<file path="src/rtl/motor_pwm_if.sv">
// Avalon-MM slave bus bundle for motor_pwm_slave.
// The master drives the strobes; the slave returns registered readdata.
interface motor_pwm_if #(
  parameter int ADDR_WIDTH = 5
);
  logic [ADDR_WIDTH-1:0] address;
  logic                  write;
  logic [31:0]           writedata;
  logic                  read;
  logic [31:0]           readdata;

  modport master (output address, write, writedata, read, input readdata);
  modport slave  (input address, write, writedata, read, output readdata);
endinterface

</file>
<file path="src/rtl/motor_pwm_slave.sv">
// Multi-channel H-bridge PWM controller with per-channel slew-rate limiting
// and direction reversal gated on reaching zero duty.
module motor_pwm_slave #(
  parameter int NUM_MOTORS = 6,
  parameter int DUTY_WIDTH = 5,
  parameter int CLK_DIV    = 1,
  parameter int RAMP_DIV   = 4,
  parameter int ADDR_WIDTH = 5
) (
  input  logic                  clk,
  input  logic                  reset,
  motor_pwm_if.slave            bus,
  output logic [NUM_MOTORS-1:0] pwm,
  output logic [NUM_MOTORS-1:0] dir
);

  localparam int PRESC_W = (CLK_DIV > 1) ? $clog2(CLK_DIV) : 1;
  localparam int RAMP_W  = (RAMP_DIV > 1) ? $clog2(RAMP_DIV) : 1;
  localparam int CTRL_W  = 2 * NUM_MOTORS;

  function automatic logic [DUTY_WIDTH-1:0] step_toward(
    input logic [DUTY_WIDTH-1:0] cur,
    input logic [DUTY_WIDTH-1:0] tgt
  );
    if (cur < tgt)      return cur + 1'b1;
    else if (cur > tgt) return cur - 1'b1;
    return cur;
  endfunction

  logic [PRESC_W-1:0]    presc;
  logic [DUTY_WIDTH-1:0] pcnt;
  logic [RAMP_W-1:0]     rcnt;
  logic                  tick;
  logic                  boundary;
  logic                  ramp_step;

  logic [CTRL_W-1:0]     ctrl;
  logic [DUTY_WIDTH-1:0] target [NUM_MOTORS];
  logic [DUTY_WIDTH-1:0] duty   [NUM_MOTORS];
  logic [DUTY_WIDTH-1:0] eff    [NUM_MOTORS];
  logic [NUM_MOTORS-1:0] enable;
  logic [NUM_MOTORS-1:0] req_dir;
  logic [NUM_MOTORS-1:0] busy;
  logic [31:0]           rd_val;

  assign tick      = (presc == PRESC_W'(CLK_DIV - 1));
  assign boundary  = tick && (pcnt == '1);
  assign ramp_step = boundary && (rcnt == RAMP_W'(RAMP_DIV - 1));

  // Timebase: prescaler -> PWM counter -> ramp divider
  always_ff @(posedge clk) begin
    if (reset) begin
      presc <= '0;
      pcnt  <= '0;
      rcnt  <= '0;
    end else begin
      presc <= tick ? '0 : presc + 1'b1;
      if (tick)     pcnt <= pcnt + 1'b1;
      if (boundary) rcnt <= ramp_step ? '0 : rcnt + 1'b1;
    end
  end

  // A pending reversal forces the effective target to zero until dir flips.
  always_comb begin
    for (int i = 0; i < NUM_MOTORS; i++) begin
      enable[i]  = ctrl[2*i];
      req_dir[i] = ctrl[2*i+1];
      eff[i]     = (enable[i] && (req_dir[i] == dir[i])) ? target[i] : '0;
      busy[i]    = (duty[i] != eff[i]) || (dir[i] != req_dir[i]);
    end
  end

  always_ff @(posedge clk) begin
    if (reset) begin
      ctrl <= '0;
      for (int i = 0; i < NUM_MOTORS; i++) target[i] <= '0;
    end else if (bus.write) begin
      if (bus.address == '0) ctrl <= bus.writedata[CTRL_W-1:0];
      for (int i = 0; i < NUM_MOTORS; i++) begin
        if (bus.address == ADDR_WIDTH'(i + 2)) target[i] <= bus.writedata[DUTY_WIDTH-1:0];
      end
    end
  end

  // Duty/dir only move on ramp steps (period boundaries), except disable.
  always_ff @(posedge clk) begin
    if (reset) begin
      dir <= '0;
      for (int i = 0; i < NUM_MOTORS; i++) duty[i] <= '0;
    end else begin
      for (int i = 0; i < NUM_MOTORS; i++) begin
        if (!enable[i])     duty[i] <= '0;
        else if (ramp_step) duty[i] <= step_toward(duty[i], eff[i]);
        if (ramp_step && (duty[i] == '0) && (req_dir[i] != dir[i])) dir[i] <= req_dir[i];
      end
    end
  end

  // Output stage: registered compare
  always_ff @(posedge clk) begin
    if (reset) begin
      pwm <= '0;
    end else begin
      for (int i = 0; i < NUM_MOTORS; i++) pwm[i] <= enable[i] && (pcnt < duty[i]);
    end
  end

  always_comb begin
    rd_val = '0;
    if (bus.address == ADDR_WIDTH'(0)) begin
      rd_val[CTRL_W-1:0] = ctrl;
    end else if (bus.address == ADDR_WIDTH'(1)) begin
      rd_val[NUM_MOTORS-1:0]  = busy;
      rd_val[16+:NUM_MOTORS]  = dir;
    end else begin
      for (int i = 0; i < NUM_MOTORS; i++) begin
        if (bus.address == ADDR_WIDTH'(i + 2)) rd_val[DUTY_WIDTH-1:0] = target[i];
      end
    end
  end

  // Read stage: one-cycle latency, held until the next read
  always_ff @(posedge clk) begin
    if (reset)         bus.readdata <= '0;
    else if (bus.read) bus.readdata <= rd_val;
  end

endmodule

</file>
<file path="src/flat_wrapper.sv">
// flat-port wrapper written by rule: the top's interface ports become plain ports
module motor_pwm_slave_flat 
#(
  parameter int NUM_MOTORS = 6,
  parameter int DUTY_WIDTH = 5,
  parameter int CLK_DIV    = 1,
  parameter int RAMP_DIV   = 4,
  parameter int ADDR_WIDTH = 5
)
  (clk, reset, pwm, dir, bus_address, bus_write, bus_writedata, bus_read, bus_readdata);
  motor_pwm_if #(.ADDR_WIDTH(ADDR_WIDTH)) bus_i ();
  input  logic clk;
  input  logic reset;
  output logic [NUM_MOTORS-1:0] pwm;
  output logic [NUM_MOTORS-1:0] dir;
  input wire logic [$bits(bus_i.address)-1:0] bus_address;
  input wire logic [$bits(bus_i.write)-1:0] bus_write;
  input wire logic [$bits(bus_i.writedata)-1:0] bus_writedata;
  input wire logic [$bits(bus_i.read)-1:0] bus_read;
  output wire logic [$bits(bus_i.readdata)-1:0] bus_readdata;
  assign bus_i.address = bus_address;
  assign bus_i.write = bus_write;
  assign bus_i.writedata = bus_writedata;
  assign bus_i.read = bus_read;
  assign bus_readdata = bus_i.readdata;
  motor_pwm_slave #(.NUM_MOTORS(NUM_MOTORS), .DUTY_WIDTH(DUTY_WIDTH), .CLK_DIV(CLK_DIV), .RAMP_DIV(RAMP_DIV), .ADDR_WIDTH(ADDR_WIDTH)) u_core (.clk(clk), .reset(reset), .bus(bus_i), .pwm(pwm), .dir(dir));
endmodule
</file>
<file path="config.mk">
export PLATFORM = sky130hd
export DESIGN_NAME = motor_pwm_slave_flat
export DESIGN_NICKNAME = d
export VERILOG_FILES = /design/src/rtl/motor_pwm_if.sv /design/src/rtl/motor_pwm_slave.sv /design/src/flat_wrapper.sv
export SDC_FILE = /design/constraint.sdc
export NUM_CORES = 1
export LEC_CHECK = 0
export BUFFER_PORTS_ARGS = -buffer_cell sky130_fd_sc_hd__buf_2
export CORE_UTILIZATION = 45
export CTS_CLUSTER_SIZE = 12
export DETAILED_ROUTE_END_ITERATION = 10
export PLACE_DENSITY_LB_ADDON = 0.3
export SYNTH_ARGS = -nofsm -noshare
export SYNTH_HDL_FRONTEND = slang
export SYNTH_SLANG_ARGS = --single-unit
</file>
<file path="constraint.sdc">
create_clock -name clk -period 3.79 [get_ports clk]
set_clock_uncertainty 0.05 [all_clocks]
set_input_delay 0.758 -clock clk [delete_from_list [all_inputs] [get_ports clk]]
set_output_delay 0.758 -clock clk [all_outputs]
set_load 0.01 [all_outputs]
</file>
==> implementation parameters <==
Parameter                              Value

Yosys
  Avg Cell Area, Syn ... around 9.5 µm²
  Number of instances in the synthesized netlist ... 735
  Sequential element share of the synthesized area ... between 40% and 50%
  Share of synthesized registers carrying an async set or reset ... 0%
  Post-synth EDFFs ... 60
  Number of warnings reported in the yosys synthesis log ... 0
  Yosys reg bits ... 110
  Post-Syn Area ... 6990 µm²
  Cell variety after synth ... 46
  Ys flop type ... sky130_fd_sc_hd__edfxtp_1

Run
  Number of violations of the max-capacitance limit ... 0

Clock tree
  TritonCTS clock tree ... built
  Depth of the CTS H-tree ... 3
  Clock buffers created by TritonCTS ... 9
  Cts hold-fix bufs ... 0
  CTS resizes ... 0
  Root Buffer ... sky130_fd_sc_hd__clkbuf_16
  Clk pin slew, worst setup/hold paths ... ~80 ps
  Post-CTS repair timing setup buffer count ... 0
  Clk buf depth ... 2
  Clock sink total ... 110
  Clock latency of the later-clocked register in the worst-skew pair ... 360 ps

STA
  Maximum achievable frequency ... 288 MHz
  Final max-slew violation count ... 0
  Hold_ws ... roughly 420 ps
  Total Negative Setup Slacks ... 0 ps
  Final setup fails ... 0
  RSZ-0062 raised after global routing ... no
  Worst Max-Slew Pin Slew ... roughly 890 ps
  Remaining max-slew budget at the tightest pin ... 40.8%
  Number of hold-slack violations in the final timing report ... 0
  Final period utilization ... roughly 90%
  Final critical-path required period ... about 3500 ps

Layout
  Final standard cell utilization of the core ... 50.6%
  Share of post-route cells with drive strength above 1 ... roughly a tenth
  Layout Area Growth over Synthesis ... 10.2%
  Count of inserted antenna diode cells ... 0
  Net count, final ... 908
  Non-filler cells in the finished layout ... 976

Power
  Power density normalized to cell area ... 319 nW/µm²
  Final Power ... about 2.5 mW
  VDD IR-drop max ... just under 0.3 mV
  Leakage dissipation ... about 3.3 nW

Route
  Final routed wire length divided by cell count ... 18.0 µm
  Total wirelength of the detailed-routed design ... 17.5 mm
  Vias/cell ... 5.74
  Iteration-0 DRC count of the detailed router ... roughly 310
  First-pass iteration count of the detailed router ... 5
  Post-detailed-route count of antenna-violating nets ... 0
  Residual DRC count ... 0
  Via count ... ~5600

Worst hold path
  Hold WC Path Type ... reg -> reg

Critical path
  Crit path arrival time ... 3530 ps
  Worst setup EP type ... flop
  Critical Path Source ... u_core.ctrl[3]
  Critical-path maximum fanout ... 5
  Critical path capture point ... u_core.duty[0][9]
  Worst reg2reg startpoint ... u_core.ctrl[3]
  R2R depth ... 13
  Crit path launch type ... flop
  CP required ... ~3900 ps
  Reg2reg setup slack ... 320 ps
  Reg2Reg Capture Point ... u_core.duty[0][9]
  Startpoint-to-endpoint class of the critical path ... reg -> reg

Floorplan
  Floorplan Core Area ... 15200 µm²
  Ports placed on the boundary ... 85
  Initial Util ... 46.0%
  Die area ... roughly 16000 µm²
  Chip height ... 127 µm
  Std-Cell Rows ... 45
  Die X ... 127 µm

Place
  Placed wire-length estimate ... 13.1 mm
  Placed insts ... 960
  GPL Wtd Cong ... 0.993
  Port-buffer cells ... 50

Global routing
  Overall global routing resource usage ... 22.5%
  First-pass GRT wire length ... ~28 mm
  Maximum number of pins on one net before global-route repair ... 45
  Global route overflow ... 0
  Via count of the first global-routing pass ... 5565
  Antenna violations before repair ... 0

Status
  Result of the run ... complete, no violations
-- Yosys cell counts, types with 10 or more instances --
cell type	number	area share [%]
sky130_fd_sc_hd__ha_1	78	14
sky130_fd_sc_hd__clkbuf_1	19	1.0
sky130_fd_sc_hd__nand3_1	33	2.4
sky130_fd_sc_hd__buf_4	14	1.5
sky130_fd_sc_hd__nor2b_1	10	0.90
sky130_fd_sc_hd__a21o_1	30	3.2
sky130_fd_sc_hd__nor3_1	16	1.1
sky130_fd_sc_hd__o21ai_0	17	1.2
sky130_fd_sc_hd__edfxtp_1	60	26
sky130_fd_sc_hd__nor2_1	58	3.1
sky130_fd_sc_hd__a21oi_1	53	3.8
sky130_fd_sc_hd__and3_1	10	0.90
sky130_fd_sc_hd__xor2_1	13	1.6
sky130_fd_sc_hd__xnor2_1	19	2.4
sky130_fd_sc_hd__and2_1	40	3.6
sky130_fd_sc_hd__mux2i_1	18	2.6
sky130_fd_sc_hd__nand2_1	65	3.5
sky130_fd_sc_hd__inv_1	39	2.1
sky130_fd_sc_hd__nand2b_1	22	2.0
sky130_fd_sc_hd__dfxtp_1	50	14
-- worst min path at each step --
stage                                  from                       to  slack (ps)  cells after the start
floorplan                    u_core.ctrl[6]           u_core.ctrl[6]         400                      2
global placement     u_core.bus.readdata[6]   u_core.bus.readdata[6]         400                      2
detailed placement   u_core.bus.readdata[6]   u_core.bus.readdata[6]         410                      2
CTS                  u_core.bus.readdata[7]   u_core.bus.readdata[7]         420                      2
global route        u_core.bus.readdata[16]  u_core.bus.readdata[16]         440                      2
finish              u_core.bus.readdata[19]  u_core.bus.readdata[19]         420                      2
-- final cells by class --
type / count / area [µm²]
inverter: 39 / 146
clock buffer: 12 / 268
clock inverter: 4 / 26.3
sequential: 110 / 2800
fill: 1401 / 7500
multi-input combinational: 564 / 3900
timing repair buffer: 59 / 318
tap: 188 / 235
-- layer usage --
| layer | wire (µm) | GRT usage, % | share of wire, % | vias to the layer above |
|---|---|---|---|---|
| li1 | - | - | - | 2671 |
| met1 | 7630 | 28.7 | 44 | 2706 |
| met2 | 8190 | 37.9 | 47 | 186 |
| met3 | 1130 | 3.54 | 6.4 | 36 |
| met4 | 580 | 9.92 | 3.3 | 0 |
| met5 | 0 | 0 | 0 | - |
-- per-stage QoR --
step | setup slack (ps) | instance area [µm²]
6_report | 319 | 7700
2_1_floorplan | 580 | 7040
3_5_place_dp | 226 | 7400
3_3_place_gp | 370 | 7400
5_1_grt | 113 | 7700
4_1_cts | 204 | 7690
-- state kept, by name, summed over array words and instances, names as in the netlist --
register	count
u_core.duty	30
u_core.target	30
u_core.bus.readdata	18
u_core.ctrl	12
u_core.dir	6
u_core.pwm	6
u_core.pcnt	5
u_core.rcnt	2
u_core.presc	1
-- kinds of logic (layout without fill, tap and decap cells) --
logic type / Yosys count / after routing / synth area share (%)
adders and majority gates: 84 / 84 / 15.7
other: 1 / 15 / 0.0537
buffers and inverters: 75 / 114 / 4.90
and+or+nand+nor: 274 / 274 / 19.5
xor gates and xnor gates: 32 / 32 / 4.01
muxes: 19 / 19 / 2.95
DFF: 110 / 110 / 40.1
AOI/OAI and AO/OA: 140 / 140 / 12.8
-- critical path: stages (launching register included) --
cell                      delay [ps]
sky130_fd_sc_hd__dfxtp_1         460
sky130_fd_sc_hd__xor2_1          130
sky130_fd_sc_hd__nor2_1          230
sky130_fd_sc_hd__nand2_1         110
sky130_fd_sc_hd__ha_1            340
sky130_fd_sc_hd__a21oi_1         140
sky130_fd_sc_hd__o21ai_0         140
sky130_fd_sc_hd__a221o_1         430
sky130_fd_sc_hd__fa_1            490
sky130_fd_sc_hd__a21o_1          170
sky130_fd_sc_hd__a21oi_1         180
sky130_fd_sc_hd__xnor2_1         150
sky130_fd_sc_hd__xnor2_1         140
sky130_fd_sc_hd__nor2_1           60
-- placed cells by master (no fill, tap or decap), types with 13 or more instances in the layout --
cell type	Yosys	final
sky130_fd_sc_hd__ha_1	78	78
sky130_fd_sc_hd__nand2_1	65	65
sky130_fd_sc_hd__edfxtp_1	60	60
sky130_fd_sc_hd__nor2_1	58	58
sky130_fd_sc_hd__a21oi_1	53	53
sky130_fd_sc_hd__buf_2	1	50
sky130_fd_sc_hd__dfxtp_1	50	50
sky130_fd_sc_hd__and2_1	40	40
sky130_fd_sc_hd__inv_1	39	39
sky130_fd_sc_hd__nand3_1	33	33
sky130_fd_sc_hd__a21o_1	30	30
sky130_fd_sc_hd__nand2b_1	22	22
sky130_fd_sc_hd__xnor2_1	19	19
sky130_fd_sc_hd__mux2i_1	18	18
sky130_fd_sc_hd__o21ai_0	17	17
sky130_fd_sc_hd__nor3_1	16	16
sky130_fd_sc_hd__conb_1	1	15
sky130_fd_sc_hd__xor2_1	13	13
-- report_power, final --
group	internal (mW)	switching [mW]
logic	0.0804	0.121
registers	1.27	0.0242
clock network	0.506	0.448
No activity file was read; power rests on OpenSTA's default activity.
